[config.mk]
export PLATFORM = sky130hd
export DESIGN_NAME = deframing_flat
export DESIGN_NICKNAME = d
export VERILOG_FILES = /design/src/rtl/deframing_if.sv /design/src/rtl/deframing.sv /design/src/flat_wrapper.sv
export SDC_FILE = /design/constraint.sdc
export NUM_CORES = 1
export LEC_CHECK = 0
export ABC_AREA = 1
export CAP_MARGIN = 20
export CORE_MARGIN = 2
export CORE_UTILIZATION = 25
export CTS_CLUSTER_DIAMETER = 120
export DETAILED_ROUTE_END_ITERATION = 16
export MAX_ROUTING_LAYER = met4
export PLACE_DENSITY_LB_ADDON = 0.1
export SLEW_MARGIN = 20
export SYNTH_ARGS = -nofsm -noshare
export SYNTH_HDL_FRONTEND = slang
export SYNTH_SLANG_ARGS = --single-unit
[constraint.sdc]
create_clock -name clk -period 3.1 [get_ports clk]
set_clock_uncertainty 0.15 [all_clocks]
set_input_delay 0.31 -clock clk [delete_from_list [all_inputs] [get_ports clk]]
set_output_delay 0.31 -clock clk [all_outputs]
set_load 0.005 [all_outputs]
[src/rtl/deframing_if.sv]
// Bundles the serial input and the reassembled byte output of the deframer.
interface deframing_if;
  logic       din;
  logic       din_valid;
  logic [7:0] dout;
  logic       dout_valid;
  logic       frame_start;
  logic       frame_end;
  logic       frame_error;
  logic       in_frame;

  modport slave (
    input  din, din_valid,
    output dout, dout_valid, frame_start, frame_end, frame_error, in_frame
  );

  modport master (
    output din, din_valid,
    input  dout, dout_valid, frame_start, frame_end, frame_error, in_frame
  );
endinterface

[src/rtl/deframing.sv]
// Serial deframer: hunts for a sync word in an LSB-first bit stream, then
// reassembles a fixed number of payload bytes with frame boundary flags.
module deframing #(
  parameter logic [7:0] SYNC_WORD     = 8'hA5,
  parameter int         PAYLOAD_BYTES = 4
) (
  input logic         clk,
  input logic         reset,
  deframing_if.slave  bus
);

  typedef enum logic {HUNT, PAYLOAD} state_t;

  localparam logic [7:0] LAST_BYTE = PAYLOAD_BYTES[7:0];

  state_t     state, state_nxt;
  logic [7:0] window, window_nxt;
  logic [3:0] fill, fill_nxt;
  logic [2:0] bit_cnt, bit_cnt_nxt;
  logic [7:0] byte_cnt, byte_cnt_nxt;
  logic [7:0] byte_sr, byte_sr_nxt;
  logic [7:0] dout_r, dout_nxt;
  logic       dout_valid_r, dout_valid_nxt;
  logic       frame_start_r, frame_start_nxt;
  logic       frame_end_r, frame_end_nxt;
  logic       frame_error_r, frame_error_nxt;

  logic [7:0] window_shift;
  logic [7:0] byte_shift;
  logic [7:0] byte_cnt_inc;

  assign window_shift = {bus.din, window[7:1]};
  assign byte_shift   = {bus.din, byte_sr[7:1]};
  assign byte_cnt_inc = byte_cnt + 8'd1;

  always_ff @(posedge clk) begin
    if (reset) begin
      state         <= HUNT;
      window        <= '0;
      fill          <= '0;
      bit_cnt       <= '0;
      byte_cnt      <= '0;
      byte_sr       <= '0;
      dout_r        <= '0;
      dout_valid_r  <= 1'b0;
      frame_start_r <= 1'b0;
      frame_end_r   <= 1'b0;
      frame_error_r <= 1'b0;
    end else begin
      state         <= state_nxt;
      window        <= window_nxt;
      fill          <= fill_nxt;
      bit_cnt       <= bit_cnt_nxt;
      byte_cnt      <= byte_cnt_nxt;
      byte_sr       <= byte_sr_nxt;
      dout_r        <= dout_nxt;
      dout_valid_r  <= dout_valid_nxt;
      frame_start_r <= frame_start_nxt;
      frame_end_r   <= frame_end_nxt;
      frame_error_r <= frame_error_nxt;
    end
  end

  always_comb begin
    state_nxt       = state;
    window_nxt      = window;
    fill_nxt        = fill;
    bit_cnt_nxt     = bit_cnt;
    byte_cnt_nxt    = byte_cnt;
    byte_sr_nxt     = byte_sr;
    dout_nxt        = dout_r;
    dout_valid_nxt  = 1'b0;
    frame_start_nxt = 1'b0;
    frame_end_nxt   = 1'b0;
    frame_error_nxt = 1'b0;

    unique case (state)
      HUNT: begin
        if (bus.din_valid) begin
          window_nxt = window_shift;
          if (fill != 4'd8) fill_nxt = fill + 4'd1;
          // fill counts bits before this one, so 7 means the current bit completes eight
          if (window_shift == SYNC_WORD && fill >= 4'd7) begin
            state_nxt       = PAYLOAD;
            frame_start_nxt = 1'b1;
            bit_cnt_nxt     = '0;
            byte_cnt_nxt    = '0;
          end
        end
      end

      PAYLOAD: begin
        if (bus.din_valid) begin
          byte_sr_nxt = byte_shift;
          bit_cnt_nxt = bit_cnt + 3'd1;
          if (bit_cnt == 3'd7) begin
            dout_nxt       = byte_shift;
            dout_valid_nxt = 1'b1;
            byte_cnt_nxt   = byte_cnt_inc;
            if (byte_cnt_inc == LAST_BYTE) begin
              frame_end_nxt = 1'b1;
              state_nxt     = HUNT;
              window_nxt    = '0;
              fill_nxt      = '0;
            end
          end
        end else if (bit_cnt != 3'd0) begin
          frame_error_nxt = 1'b1;
          state_nxt       = HUNT;
          window_nxt      = '0;
          fill_nxt        = '0;
          bit_cnt_nxt     = '0;
          byte_cnt_nxt    = '0;
        end
      end

      default: state_nxt = HUNT;
    endcase
  end

  assign bus.dout        = dout_r;
  assign bus.dout_valid  = dout_valid_r;
  assign bus.frame_start = frame_start_r;
  assign bus.frame_end   = frame_end_r;
  assign bus.frame_error = frame_error_r;
  assign bus.in_frame    = (state == PAYLOAD);

endmodule

[src/flat_wrapper.sv]
// flat-port wrapper written by rule: the top's interface ports become plain ports
module deframing_flat 
#(
  parameter logic [7:0] SYNC_WORD     = 8'hA5,
  parameter int         PAYLOAD_BYTES = 4
)
  (clk, reset, bus_din, bus_din_valid, bus_dout, bus_dout_valid, bus_frame_start, bus_frame_end, bus_frame_error, bus_in_frame);
  deframing_if bus_i ();
  input logic clk;
  input logic reset;
  input wire logic [$bits(bus_i.din)-1:0] bus_din;
  input wire logic [$bits(bus_i.din_valid)-1:0] bus_din_valid;
  output wire logic [$bits(bus_i.dout)-1:0] bus_dout;
  output wire logic [$bits(bus_i.dout_valid)-1:0] bus_dout_valid;
  output wire logic [$bits(bus_i.frame_start)-1:0] bus_frame_start;
  output wire logic [$bits(bus_i.frame_end)-1:0] bus_frame_end;
  output wire logic [$bits(bus_i.frame_error)-1:0] bus_frame_error;
  output wire logic [$bits(bus_i.in_frame)-1:0] bus_in_frame;
  assign bus_i.din = bus_din;
  assign bus_i.din_valid = bus_din_valid;
  assign bus_dout = bus_i.dout;
  assign bus_dout_valid = bus_i.dout_valid;
  assign bus_frame_start = bus_i.frame_start;
  assign bus_frame_end = bus_i.frame_end;
  assign bus_frame_error = bus_i.frame_error;
  assign bus_in_frame = bus_i.in_frame;
  deframing #(.SYNC_WORD(SYNC_WORD), .PAYLOAD_BYTES(PAYLOAD_BYTES)) u_core (.clk(clk), .reset(reset), .bus(bus_i));
endmodule
# ---- After elaboration in Yosys (flattened, before gate mapping)
# Cells that the tools add are included.
dict set report op_classes {
  addsub 3
  mul 0
  n_div 0
  magnitude_cmp 1
  eq_ne 10
  n_shift 0
  n_mux 33
  bitwise 3
  reduce_logical 12
}
# cell count
set ops {}
lappend ops {{$mux 8} 9}
lappend ops {{$pmux 8 s2} 2}
lappend ops {{$mux 4} 6}
lappend ops {{$mux 3} 4}
lappend ops {{$mux 1} 9}
lappend ops {{$ne 3x3->1 const B} 3}
lappend ops {{$add 8x1->8 const B} 1}
lappend ops {{$eq 8x3->1 const B} 1}
lappend ops {{$eq 8x8->1 const B} 1}
lappend ops {{$pmux 4 s2} 1}
lappend ops {{$reduce_and 4->1} 2}
lappend ops {{$pmux 3 s2} 1}
lappend ops {{$reduce_and 3->1} 2}
lappend ops {{$reduce_or 3->1} 2}
lappend ops {{$reduce_and 5->1} 1}
lappend ops {{$add 4x1->4 const B} 1}
lappend ops {{$ge 4x3->1 const B} 1}
lappend ops {{$ne 2x1->1 const B} 2}
lappend ops {{$ne 4x4->1 const B} 1}
lappend ops {{$reduce_or 4->1} 1}
lappend ops {{$add 3x1->3 const B} 1}
lappend ops {{$eq 3x3->1 const B} 1}
lappend ops {{$not 1->1} 3}
lappend ops {{$reduce_bool 3->1} 1}
lappend ops {{other kinds (5)} 5}
dict set report totals {
  register_bits 44
  latch_bits 0
  ram_bits 0
  mem_bits_ro 0
  in_bits 4
  out_inout_bits 13
  word_cells 73
  mem_count 0
}

# ---- Logic depth before layout (Yosys ltp)
dict set report logic_depth {
  word_depth 6
  depth_mapped 14
  depth_no_buf 13
}

# ---- Least setup slack after synthesis
# OpenSTA, ideal clock, no wires.
dict set report synth_path {
  path_kind {register -> register}
  start {register u_core.byte_cnt[0]}
  end {register u_core.window[1]}
  setup_ns 0.113
  arrival_time_ns 1.512
  required_time_ns 2.837
  setup_slack_ns 1.325
  stages_incl_launch_ff 12
  n_path_buf 1
  synth_period_minus_slack_ns 1.775
  path_cell_list {dfxtp_1 -> ha_1 -> nand3_1 -> o21ai_1 -> nand2_1 -> nor2_1 -> nand2_2 -> nand2_4 -> nand2_4 -> buf_6 -> nor2_1 -> nor2_1}
}
dict set report synth_via {
  elab_chain_len 4
}
# item line_no
set synth_rtl {}
lappend synth_rtl {{from (decl)} deframing.sv:20} ;# logic [7:0] byte_cnt, byte_cnt_nxt;
lappend synth_rtl {{from (signal assigned)} deframing.sv:54} ;# byte_cnt <= byte_cnt_nxt;
lappend synth_rtl {{$add 8x1->8} deframing.sv:34} ;# assign byte_cnt_inc = byte_cnt + 8'd1;
lappend synth_rtl {{$eq 8x3->1} deframing.sv:100} ;# if (byte_cnt_inc == LAST_BYTE) begin
lappend synth_rtl {{$ne 3x3->1 (no line)} -}
lappend synth_rtl {{$reduce_and 4->1 (no line)} -}
lappend synth_rtl {{to (signal assigned)} deframing.sv:51} ;# window <= window_nxt;
lappend synth_rtl {{to (decl)} deframing.sv:17} ;# logic [7:0] window, window_nxt;
# Every way passes these cells.
# A chain may end at the register's enable or synchronous reset.

# ---- Worst setup path after layout
dict set report layout_path {
  start {register u_core.state, in the netlist u_core.bus.in_frame}
  end {register u_core.dout_r[6], in the netlist u_core.bus.dout[6]}
}
dict set report layout_via {
  elab_chain_len 1
}
# item line_no
set layout_rtl {}
lappend layout_rtl {{from (decl)} deframing.sv:16} ;# state_t state, state_nxt;
lappend layout_rtl {{from (signal assigned)} deframing.sv:50} ;# state <= state_nxt;
lappend layout_rtl {{$reduce_and 3->1 (no line)} -}
lappend layout_rtl {{to (signal assigned)} deframing.sv:56} ;# dout_r <= dout_nxt;
lappend layout_rtl {{to (decl)} deframing.sv:22} ;# logic [7:0] dout_r, dout_nxt;
# Every way passes these cells.

==> flow_metrics.env <==
export IMPL_fmaxAchievable_mhz=425.7
export IMPL_area_taken_by_multi_input_logic_gates_um2=944.7
export IMPL_io_buffer_count=16
export IMPL_mappedNetlistArea_um2=1967
export IMPL_firstDrtPassIters=4
export IMPL_ffs_latches_synth=42
export IMPL_antenna_found_initial=0
export IMPL_cpLargestDelayFamily="simple AND/OR/NAND/NOR gates"
export IMPL_avgSynthCellArea_um2=6.877
export IMPL_tritoncts="yes"
export IMPL_switching_power_mw=0.2465
export IMPL_wl_per_cell_um=10.78
export IMPL_synth_seq_area_share_pct=42.75
export IMPL_worst_endpoint_required_ns=3.18
export IMPL_fin_nets=312
export IMPL_max_slew_worst_pin_slew_ns=0.6716
export IMPL_grt_total_usage_pct=11.35
export IMPL_finalCriticalPeriod_ns=2.349
export IMPL_relSlewSlack_pct=55.18
export IMPL_clk_root_buffer_cell="sky130_fd_sc_hd__clkbuf_8"
export IMPL_gr_total_overflow=0
export IMPL_post_route_cells_drive_above_1_share_pct=6.954
export IMPL_cell_internal_pwr_mw=0.8149
export IMPL_synthesis_instances=286
export IMPL_min_delay_src="u_core.bus.dout[5]"
export IMPL_drc=0
export IMPL_regToRegStartpoint="u_core.bus.in_frame"
export IMPL_num_vias=1692
export IMPL_timing_setup_tns_ns=0
export IMPL_yosys_warnings=0
export IMPL_timing_worst_setup_path_type="reg2reg"
export IMPL_max_cap_violations=0
export IMPL_fin_total_pwr_mw=1.061
export IMPL_p_seq_share_pct=52.4
export IMPL_postLayoutSetupSlackWorst_ns=0.7507
export IMPL_worst_skew_pair_late_latency_ns=0.29
export IMPL_clock_tree_htree_level_count=2
export IMPL_cp_buffers_inverters=2
export IMPL_initial_core_util_pct=25.59
export IMPL_top_cell_type_s_share_of_synthesized_area_pct=42.75
export IMPL_synthToLayoutAreaGrowth_pct=17.88
export IMPL_placement_rows=32
export IMPL_clock_tree_buffer_depth=2
export IMPL_pre_cts_ws_ns=0.5703
export IMPL_ff_latch_area_um2=840.8
export IMPL_routed_via_density=4.188
export IMPL_hold_slack_ns=0.3259
export IMPL_dieWidth_um=92.70
export IMPL_min_to="u_core.bus.dout[5]"
export IMPL_hp_class="reg2reg"
export IMPL_critPathMostFrequentCell="sky130_fd_sc_hd__nand2_1"
export IMPL_grt_start_max_net_pins=24
export IMPL_route_antenna_remaining_nets=0
export IMPL_diodes=0
export IMPL_die_height_um=92.70
export IMPL_timing_critical_path_arrival_ns=2.43
export IMPL_via_count_of_the_first_global_routing_pass=1613
export IMPL_path_clk_slew_ns=0.09
export IMPL_post_cts_setup_buffer_count=0
export IMPL_number_of_drc_markers_after_the_initial_detailed_route_iteration=83
export IMPL_finalCritPeriodShare_pct=75.79
export IMPL_crit_path_end_kind="flip-flop"
export IMPL_vdd_ir_drop_worst_mv=0.1849
export IMPL_path_cells="nand2_1 > inv_2 > nand2_1 > nor2_1 > inv_1 > o21ai_1"
export IMPL_report_final_slew_viol_count=0
export IMPL_holdBufCountCts=0
export IMPL_powerDensity_nw_per_um2=457.8
export IMPL_run_status="complete, no violations"
export IMPL_share_comb_of_total_power_pct=6.4
export IMPL_design_core_area_um2=7687
export IMPL_static_power_due_to_leakage_nw=0.9758
export IMPL_grt_first_pass_wirelength_um=7610
export IMPL_gp_routability_congestion=0.7980
export IMPL_cts_sink_count=42
export IMPL_hold_path_depth=2
export IMPL_timing_critical_path_slowest_stage_cell="sky130_fd_sc_hd__dfxtp_1"
export IMPL_r2r_cells=6
export IMPL_num_fill_cells=876
export IMPL_final_hold_violation_count=0
export IMPL_cts_inserted_buffers=5
export IMPL_cts_resized=0
export IMPL_io_pins=17
export IMPL_grt_setup_unrepaired="false"
export IMPL_r2r_slack_ns=0.75
export IMPL_netSwitchingFraction_pct=23.23
export IMPL_routed_wirelength_um=4356
export IMPL_post_synth_main_area_contributors="sky130_fd_sc_hd__dfxtp_1, sky130_fd_sc_hd__nand2_1, sky130_fd_sc_hd__nor2_1"
export IMPL_final_setup_viol_count=0
export IMPL_cp_start_kind="flip-flop"
export IMPL_mappedNetlistNets=297
export IMPL_power_share_clock_pct=41.2
export IMPL_synth_top_cell_by_area="sky130_fd_sc_hd__dfxtp_1"
export IMPL_critical_path_max_stage_delay_ns=0.58
export IMPL_detailed_place_hpwl_um=3097
export IMPL_overall_die_area_um2=8593
export IMPL_synth_cell_type_count=25
export IMPL_worstReg2RegEnd="u_core.bus.dout[6]"
export IMPL_crit_path_max_fanout=12
-- logic make-up (layout without fill, tap and decap cells) --
group / after synthesis / in the layout / share of synthesized area [%]
flops: 42 / 42 / 42.75
buf+inv: 43 / 59 / 9.224
compound gates: 35 / 35 / 9.160
fa+ha+maj: 7 / 7 / 4.453
simple gates: 158 / 158 / 33.97
xor+xnor: 1 / 1 / 0.4454
-- tightest hold or removal path, stage by stage (launching register included) --
cell and delay [ns]:
sky130_fd_sc_hd__dfxtp_1 0.32, sky130_fd_sc_hd__nand2_1 0.06, sky130_fd_sc_hd__a21oi_1 0.06
-- flip-flops by register name, summed over array words and instances, names as in the netlist --
name                    cells
u_core.bus.dout             8
u_core.byte_cnt             8
u_core.byte_sr              7
u_core.window               7
u_core.fill                 4
u_core.bit_cnt              3
u_core.bus.dout_valid       1
u_core.bus.frame_end        1
u_core.bus.frame_error      1
u_core.bus.frame_start      1
u_core.bus.in_frame         1
-- worst max path at each step --
stage / from / endpoint / slack [ns] / depth (start not counted)
floorplan: u_core.byte_cnt[0] / u_core.window[1] / 1.33 / 11
global placement: bus_din_valid / u_core.bus.dout[6] / 0.67 / 7
detailed placement: bus_din_valid / u_core.bus.dout[6] / 0.57 / 7
CTS: u_core.bus.in_frame / u_core.bus.dout[6] / 0.74 / 6
global route: u_core.bus.in_frame / u_core.bus.dout[6] / 0.46 / 6
finish: u_core.bus.in_frame / u_core.bus.dout[6] / 0.75 / 6
-- cells in the mapped netlist, drive strengths merged --
cell    instances
nand2          81
nor2           57
dfxtp          42
inv            34
a21oi          17
o21ai          15
nand3          14
buf             7
ha              7
a31oi           2
clkbuf          2
nand3b          2
nor3            2
nand4           1
nor4            1
o31ai           1
xor2            1
-- layout by cell type (no fill, tap or decap), types with 2 or more instances in the layout --
cell type,n
sky130_fd_sc_hd__nand2_1,73
sky130_fd_sc_hd__nor2_1,54
sky130_fd_sc_hd__dfxtp_1,42
sky130_fd_sc_hd__inv_1,32
sky130_fd_sc_hd__a21oi_1,17
sky130_fd_sc_hd__clkdlybuf4s50_1,16
sky130_fd_sc_hd__nand3_1,14
sky130_fd_sc_hd__o21ai_0,11
sky130_fd_sc_hd__ha_1,7
sky130_fd_sc_hd__nand2_2,6
sky130_fd_sc_hd__clkbuf_8,5
sky130_fd_sc_hd__o21ai_1,4
sky130_fd_sc_hd__nand3b_1,2
sky130_fd_sc_hd__nor2_2,2
sky130_fd_sc_hd__inv_2,2
sky130_fd_sc_hd__nand2_4,2
sky130_fd_sc_hd__nor3_1,2
sky130_fd_sc_hd__a31oi_1,2
-- through the flow --
step	std cells	cell area (µm²)	util [%]
6_report	404	2318	30.16
3_3_place_gp	396	2208	28.73
2_1_floorplan	286	1967	-
4_1_cts	404	2318	30.16
5_1_grt	404	2318	30.16
3_5_place_dp	396	2208	28.73
-- routing by layer --
metal	track usage (%)	share of wire [%]	vias to the layer above
met2	17.40	44	28
met1	15.11	52	744
met5	-	0	-
li1	-	-	915
met4	3.309	0.76	0
met3	2.522	3.3	5
-- power groups by stage --
| stage | sequential [mW] | combinational [mW] | clock, mW |
|---|---|---|---|
| global route | 0.558 | 0.0795 | 0.479 |
| CTS | 0.556 | 0.0692 | 0.459 |
| detailed placement | 0.569 | 0.0682 | 0 |
| global placement | 0.569 | 0.0695 | 0 |
| floorplan | 0.567 | 0.0548 | 0 |
| finish | 0.556 | 0.0680 | 0.437 |
-- cell type report --
cell class / count / area share [%]
Multi-Input combinational cell: 201 / 40.74
Tap cell: 102 / 5.505
Timing Repair Buffer: 17 / 7.232
Inverter: 34 / 5.505
Clock inverter: 2 / 1.619
Sequential cell: 42 / 36.27
Clock buffer: 6 / 3.130
Power figures use the tool's default switching activity.
